### config.mk
export PLATFORM = sky130hd
export DESIGN_NAME = jtag_cmd_pacer
export DESIGN_NICKNAME = d
export VERILOG_FILES = /design/src/rtl/jtag_pkg.sv /design/src/rtl/jtag_cmd_fifo.sv /design/src/rtl/jtag_cmd_pacer.sv
export SDC_FILE = /design/constraint.sdc
export NUM_CORES = 1
export LEC_CHECK = 0
export CORE_MARGIN = 2
export CORE_UTILIZATION = 45
export CTS_CLUSTER_DIAMETER = 60
export DETAILED_ROUTE_END_ITERATION = 6
export GPL_ROUTABILITY_DRIVEN = 0
export SYNTH_ARGS = -nofsm -noshare
export SYNTH_HDL_FRONTEND = slang
export SYNTH_HIERARCHICAL = 1
export SYNTH_SLANG_ARGS = --single-unit
### constraint.sdc
create_clock -name clk_i -period 9 [get_ports clk_i]
set_input_delay 1.8 -clock clk_i [delete_from_list [all_inputs] [get_ports clk_i]]
set_output_delay 1.8 -clock clk_i [all_outputs]
set_load 0.05 [all_outputs]
### src/rtl/jtag_pkg.sv
// jtag_pkg: command byte constants and defaults shared by the USB-to-JTAG
// bitbang bridge blocks.
//   CMD_READ      'R'  sample TDO and return it over USB TX
//   CMD_LED_ON    'B'  status LED on
//   CMD_LED_OFF   'b'  status LED off
//   CMD_PIN_BASE  '0'  base of the pin-drive commands ('0'..'7')
//   CMD_RST_BASE  'r'  base of the reset-line commands
package jtag_pkg;

    localparam logic [7:0] CMD_READ     = 8'h52;
    localparam logic [7:0] CMD_LED_ON   = 8'h42;
    localparam logic [7:0] CMD_LED_OFF  = 8'h62;
    localparam logic [7:0] CMD_PIN_BASE = 8'h30;
    localparam logic [7:0] CMD_RST_BASE = 8'h72;

    localparam int DEFAULT_DEPTH = 16;

endpackage

### src/rtl/jtag_cmd_fifo.sv
// jtag_cmd_fifo: synchronous byte FIFO with flush, used by jtag_cmd_pacer.
// Ports:
//   clk_i, rst_n_i        clock, asynchronous active-low reset
//   push_i, push_data_i   write request and byte (ignored when full or flushing)
//   pop_i                 remove the head byte (ignored when empty or flushing)
//   flush_i               empty the FIFO at the next edge; a same-cycle push is lost
//   head_o                byte at the head, valid whenever empty_o is low
//   full_o, empty_o       occupancy flags
//   level_o               occupancy, 0..DEPTH
module jtag_cmd_fifo
    import jtag_pkg::*;
#(
    parameter int DEPTH = DEFAULT_DEPTH
) (
    input  logic                     clk_i,
    input  logic                     rst_n_i,
    input  logic                     push_i,
    input  logic [7:0]               push_data_i,
    input  logic                     pop_i,
    input  logic                     flush_i,
    output logic [7:0]               head_o,
    output logic                     full_o,
    output logic                     empty_o,
    output logic [$clog2(DEPTH):0]   level_o
);

    localparam int AW = $clog2(DEPTH);

    logic [7:0]  mem [DEPTH];
    logic [AW:0] wr_ptr_reg;
    logic [AW:0] rd_ptr_reg;
    logic        push_en;
    logic        pop_en;

    assign push_en = push_i && !full_o && !flush_i;
    assign pop_en  = pop_i && !empty_o && !flush_i;

    // The extra MSB on each pointer separates "full" from "empty" when the
    // address bits coincide.
    assign empty_o = (wr_ptr_reg == rd_ptr_reg);
    assign full_o  = (wr_ptr_reg[AW-1:0] == rd_ptr_reg[AW-1:0]) &&
                     (wr_ptr_reg[AW] != rd_ptr_reg[AW]);
    assign level_o = wr_ptr_reg - rd_ptr_reg;

    // Head is read combinationally: the issue decision must see a byte the
    // cycle after it was written, leaving no room for a registered read.
    assign head_o = mem[rd_ptr_reg[AW-1:0]];

    always_ff @(posedge clk_i) begin
        if (push_en) begin
            mem[wr_ptr_reg[AW-1:0]] <= push_data_i;
        end
    end

    always_ff @(posedge clk_i or negedge rst_n_i) begin
        if (!rst_n_i) begin
            wr_ptr_reg <= '0;
            rd_ptr_reg <= '0;
        end else if (flush_i) begin
            wr_ptr_reg <= '0;
            rd_ptr_reg <= '0;
        end else begin
            if (push_en) begin
                wr_ptr_reg <= wr_ptr_reg + (AW+1)'(1);
            end
            if (pop_en) begin
                rd_ptr_reg <= rd_ptr_reg + (AW+1)'(1);
            end
        end
    end

endmodule

### src/rtl/jtag_cmd_pacer.sv
// jtag_cmd_pacer: buffers USB RX command bytes and re-issues them to the
// JTAG bitbang bridge as single-cycle strobes spaced at least div_i+1 clocks
// apart. Read-TDO commands ('R') wait at the head until USB TX has room.
// Ports:
//   clk_i, rst_n_i      clock, asynchronous active-low reset
//   usb_data_i/valid_i  incoming command byte; accepted when usb_ready_o
//   usb_ready_o         FIFO not full
//   div_i               strobe spacing minus 1, sampled at each issue
//   flush_i             discard buffered bytes and zero the spacing counter
//   tx_ready_i          USB TX can take a byte; gates 'R'
//   cmd_data_o          byte presented to the bridge (holds between strobes)
//   cmd_valid_o         one-cycle strobe, bridge consumes cmd_data_o
//   level_o             FIFO occupancy
// Build option JTAG_CMD_PACER_STATS_EN adds:
//   issued_cnt_o        wrapping count of cmd_valid_o strobes
//   stall_cnt_o         wrapping count of non-empty cycles without an issue
module jtag_cmd_pacer
    import jtag_pkg::*;
#(
    parameter int DEPTH = DEFAULT_DEPTH,
    parameter int DIV_W = 8
) (
    input  logic                     clk_i,
    input  logic                     rst_n_i,
    input  logic [7:0]               usb_data_i,
    input  logic                     usb_valid_i,
    output logic                     usb_ready_o,
    input  logic [DIV_W-1:0]         div_i,
    input  logic                     flush_i,
    input  logic                     tx_ready_i,
    output logic [7:0]               cmd_data_o,
    output logic                     cmd_valid_o,
    output logic [$clog2(DEPTH):0]   level_o
`ifdef JTAG_CMD_PACER_STATS_EN
    ,
    output logic [15:0]              issued_cnt_o,
    output logic [15:0]              stall_cnt_o
`endif
);

    logic [7:0]       fifo_head;
    logic             fifo_full;
    logic             fifo_empty;
    logic             issue;
    logic [DIV_W-1:0] space_cnt_reg;
    logic [DIV_W-1:0] space_cnt_next;
    logic             cmd_valid_reg;
    logic [7:0]       cmd_data_reg;

    assign usb_ready_o = !fifo_full;

    jtag_cmd_fifo #(
        .DEPTH (DEPTH)
    ) u_fifo (
        .clk_i       (clk_i),
        .rst_n_i     (rst_n_i),
        .push_i      (usb_valid_i),
        .push_data_i (usb_data_i),
        .pop_i       (issue),
        .flush_i     (flush_i),
        .head_o      (fifo_head),
        .full_o      (fifo_full),
        .empty_o     (fifo_empty),
        .level_o     (level_o)
    );

    // A blocked 'R' stalls everything behind it so command order is kept.
    assign issue = !fifo_empty && (space_cnt_reg == '0) && !flush_i &&
                   ((fifo_head != CMD_READ) || tx_ready_i);

    always_comb begin
        space_cnt_next = space_cnt_reg;
        if (flush_i) begin
            space_cnt_next = '0;
        end else if (issue) begin
            space_cnt_next = div_i;
        end else if (space_cnt_reg != '0) begin
            space_cnt_next = space_cnt_reg - DIV_W'(1);
        end
    end

    // Flush only blocks new issues; a strobe registered the cycle before
    // still goes out.
    always_ff @(posedge clk_i or negedge rst_n_i) begin
        if (!rst_n_i) begin
            space_cnt_reg <= '0;
            cmd_valid_reg <= 1'b0;
            cmd_data_reg  <= 8'h00;
        end else begin
            space_cnt_reg <= space_cnt_next;
            cmd_valid_reg <= issue;
            if (issue) begin
                cmd_data_reg <= fifo_head;
            end
        end
    end

    assign cmd_valid_o = cmd_valid_reg;
    assign cmd_data_o  = cmd_data_reg;

`ifdef JTAG_CMD_PACER_STATS_EN
    logic [15:0] issued_cnt_reg;
    logic [15:0] stall_cnt_reg;

    always_ff @(posedge clk_i or negedge rst_n_i) begin
        if (!rst_n_i) begin
            issued_cnt_reg <= '0;
            stall_cnt_reg  <= '0;
        end else if (flush_i) begin
            issued_cnt_reg <= '0;
            stall_cnt_reg  <= '0;
        end else begin
            if (cmd_valid_reg) begin
                issued_cnt_reg <= issued_cnt_reg + 16'd1;
            end
            if (!fifo_empty && !issue) begin
                stall_cnt_reg <= stall_cnt_reg + 16'd1;
            end
        end
    end

    assign issued_cnt_o = issued_cnt_reg;
    assign stall_cnt_o  = stall_cnt_reg;
`endif

endmodule

==> out/summary.txt <==
Net Sw Frac = 27.2%
Synth area leader = edfxtp_1
die footprint = 15600 µm²
setup TNS = 0 ps
first-pass GRT wire length = 21.8 mm
Pre-antenna DRT Iters = 5
layout cell share with drive strength beyond 1 = 16.4%
Post-synth top cells = edfxtp_1, dfrtp_1, mux2i_1
max-cap violations = 0
diode count = 0
Reg power frac = 47.8%
RSZ-0062 raised after global routing = false
Post-synth EDFFs = 128
count leader, synth = edfxtp_1
max reg flops = 128
worst-path maximum fanout = 29
Final Util = 52.9%
grt ovf = 0
FFs w/ async S/R, synth = 17.4%
Initial Util = 45.7%
H-tree levels = 4
initial antenna violation count = 0
Syn Area/Cell = 16.9 µm²
vias in the first global route = 3640
Via-to-Cell Ratio = 5.74
Final Hold Vio Count = 0
flops & latches, synth = 155
Hold Crit Class = flip-flop to flip-flop
Post-Synthesis Cells = 391
hold_buf cts = 0
max-slew violations = 0
sequential share of the synthesized area = 68.6%
average wire per standard cell = 21.9 µm
Post-Syn Nets = 423
Clock power frac = 34.9%
postcts setup bufs = 0
HPWL Detailed = 9.03 mm
Worst Setup Start Kind = flip-flop
clock latency at the later pin of the worst-skew pair = 420 ps
Post-Syn Area = 6590 µm²
GRT Total Usage = 18.7%
via count = 3605
Post-CTS Resized = 0
Logic pwr share = 17.3%
VDD IR max = 136 µV
CP required = 7200 ps
CP endpoint kind = output pin
final wirelength = 13.8 mm
Synth-to-Final Area Change = 15.8%
clk slew on worst S/H paths = 60 ps
pre-CTS setup slack = 4060 ps
fin nets = 465
PnR worst setup slack = 3700 ps
status = completed
Core Area = 14400 µm²
Rows = 44
CTS tree = yes
Rel. slew slack = 10.5%
Inserted Clock Buffers = 17
WS Path Type = flip-flop to output pin
final setup violation count = 0
pin count of the biggest net entering global routing = 45
Internal = 1.29 mW
switching power = 0.484 mW
DRT iter0 DRCs = 372
P_leak = 2.58 nW
CTS Root Cell = clkbuf_16
Die Ht = 125 µm
Netlist cell types = 51
Clock Skews = 6.62 ps
crit path DAT = 3500 ps
Die Span X = 125 µm
Most used DFF post-synth = edfxtp_1
max frequency = 189 MHz
IO Pins = 36
area share of the largest cell type after synthesis = 58.3%
post-route ant nets = 0
Ys Warns = 6
CTS Buffer Depth = 2
Remaining DRCs = 0
port bufs = 35
pwr dens = 233 nW/µm²
Synth area leaders = edfxtp_1, dfrtp_1, mux4_2, mux2i_1, ha_1
Least-Margin Pin Slew = 1330 ps
CTS sink cnt = 155
Final Cycle Share = 58.9%
Final min period = 5300 ps
-- worst max-delay path, cell delays in order, from the launching register on --
cell             delay [ps]
dfrtp_2                 980
ha_1                    290
inv_1                    60
fa_1                    410
a21o_1                  200
a21oi_1                 170
xnor2_1                 130
clkdlybuf4s50_1         820
-- area by class of cell --
cell class              instances  area (µm²)
clock buffers                  19         433
flip-flops and latches        155        4520
well taps                     184         230
clock inverters                11        75.1
multi-input cells             206        1940
fillers                      1152        6790
repair buffers                 40         388
inverters                      13        48.8
-- cell families after synthesis --
family                   share of synthesized area (%)
XOR/XNOR                                          1.97
adder cells (fa/ha/maj)                           2.20
multiplexers                                      14.1
AO/OA/AOI/OAI                                     5.86
AND/OR/NAND/NOR                                   5.22
buffers and inverters                             2.05
flip-flops                                        68.6
-- metrics by stage --
step	instances	power, mW	instance area [µm²]	hold slack (ps)
final	628	1.78	7630	508
after detailed placement	598	1.17	7130	502
after CTS	628	1.79	7630	515
after global placement	598	1.17	7130	498
after floorplan	391	1.08	6590	488
after global routing	628	1.85	7630	534
-- layer usage --
layer | vias to the layer above | track usage (%) | routed length [µm]
met5 | - | 0 | 0
met4 | 0 | 6.34 | 171
met3 | 13 | 4.15 | 801
met2 | 133 | 29.3 | 6660
met1 | 1834 | 26.1 | 6120
li1 | 1625 | - | -
-- cell usage in the layout (no fill, tap or decap), types with 13 or more instances in the layout --
cell type / instances
edfxtp_1: 128
clkdlybuf4s50_1: 35
mux2i_1: 26
nor2_1: 25
dfrtp_1: 25
mux4_2: 24
clkbuf_16: 17
o21ai_0: 13
-- power groups by stage --
stage	Combinational, mW	Clock (mW)	Sequential, mW
after floorplan	0.165	0	0.913
after global placement	0.305	0	0.861
after detailed placement	0.309	0	0.864
after CTS	0.310	0.634	0.849
after global routing	0.329	0.665	0.856
final	0.308	0.620	0.850
-- worst paths after layout --
| path | depth (start not counted) | start | slack [ps] | end |
|---|---|---|---|---|
| worst max register to register | 7 | u_fifo/rd_ptr_reg[1]$_DFFE_PN0P_ | 5120 | u_fifo/mem[0][0]$_DFFE_PP_ |
| worst min-delay path | 1 | cmd_data_o[5]$_DFFE_PN0P_ | 510 | cmd_data_o[5]$_DFFE_PN0P_ |
| worst min register to register | 1 | cmd_data_o[5]$_DFFE_PN0P_ | 510 | cmd_data_o[5]$_DFFE_PN0P_ |
| worst max-delay path | 7 | u_fifo/rd_ptr_reg[0]$_DFFE_PN0P_ | 3700 | level_o[4] |
| min in group asynchronous | 2 | rst_n_i | 1760 | u_fifo/wr_ptr_reg[2]$_DFFE_PN0P_ |
| max in group asynchronous | 2 | rst_n_i | 6940 | u_fifo/rd_ptr_reg[0]$_DFFE_PN0P_ |
Note: power is estimated with default switching activity, not from simulation.
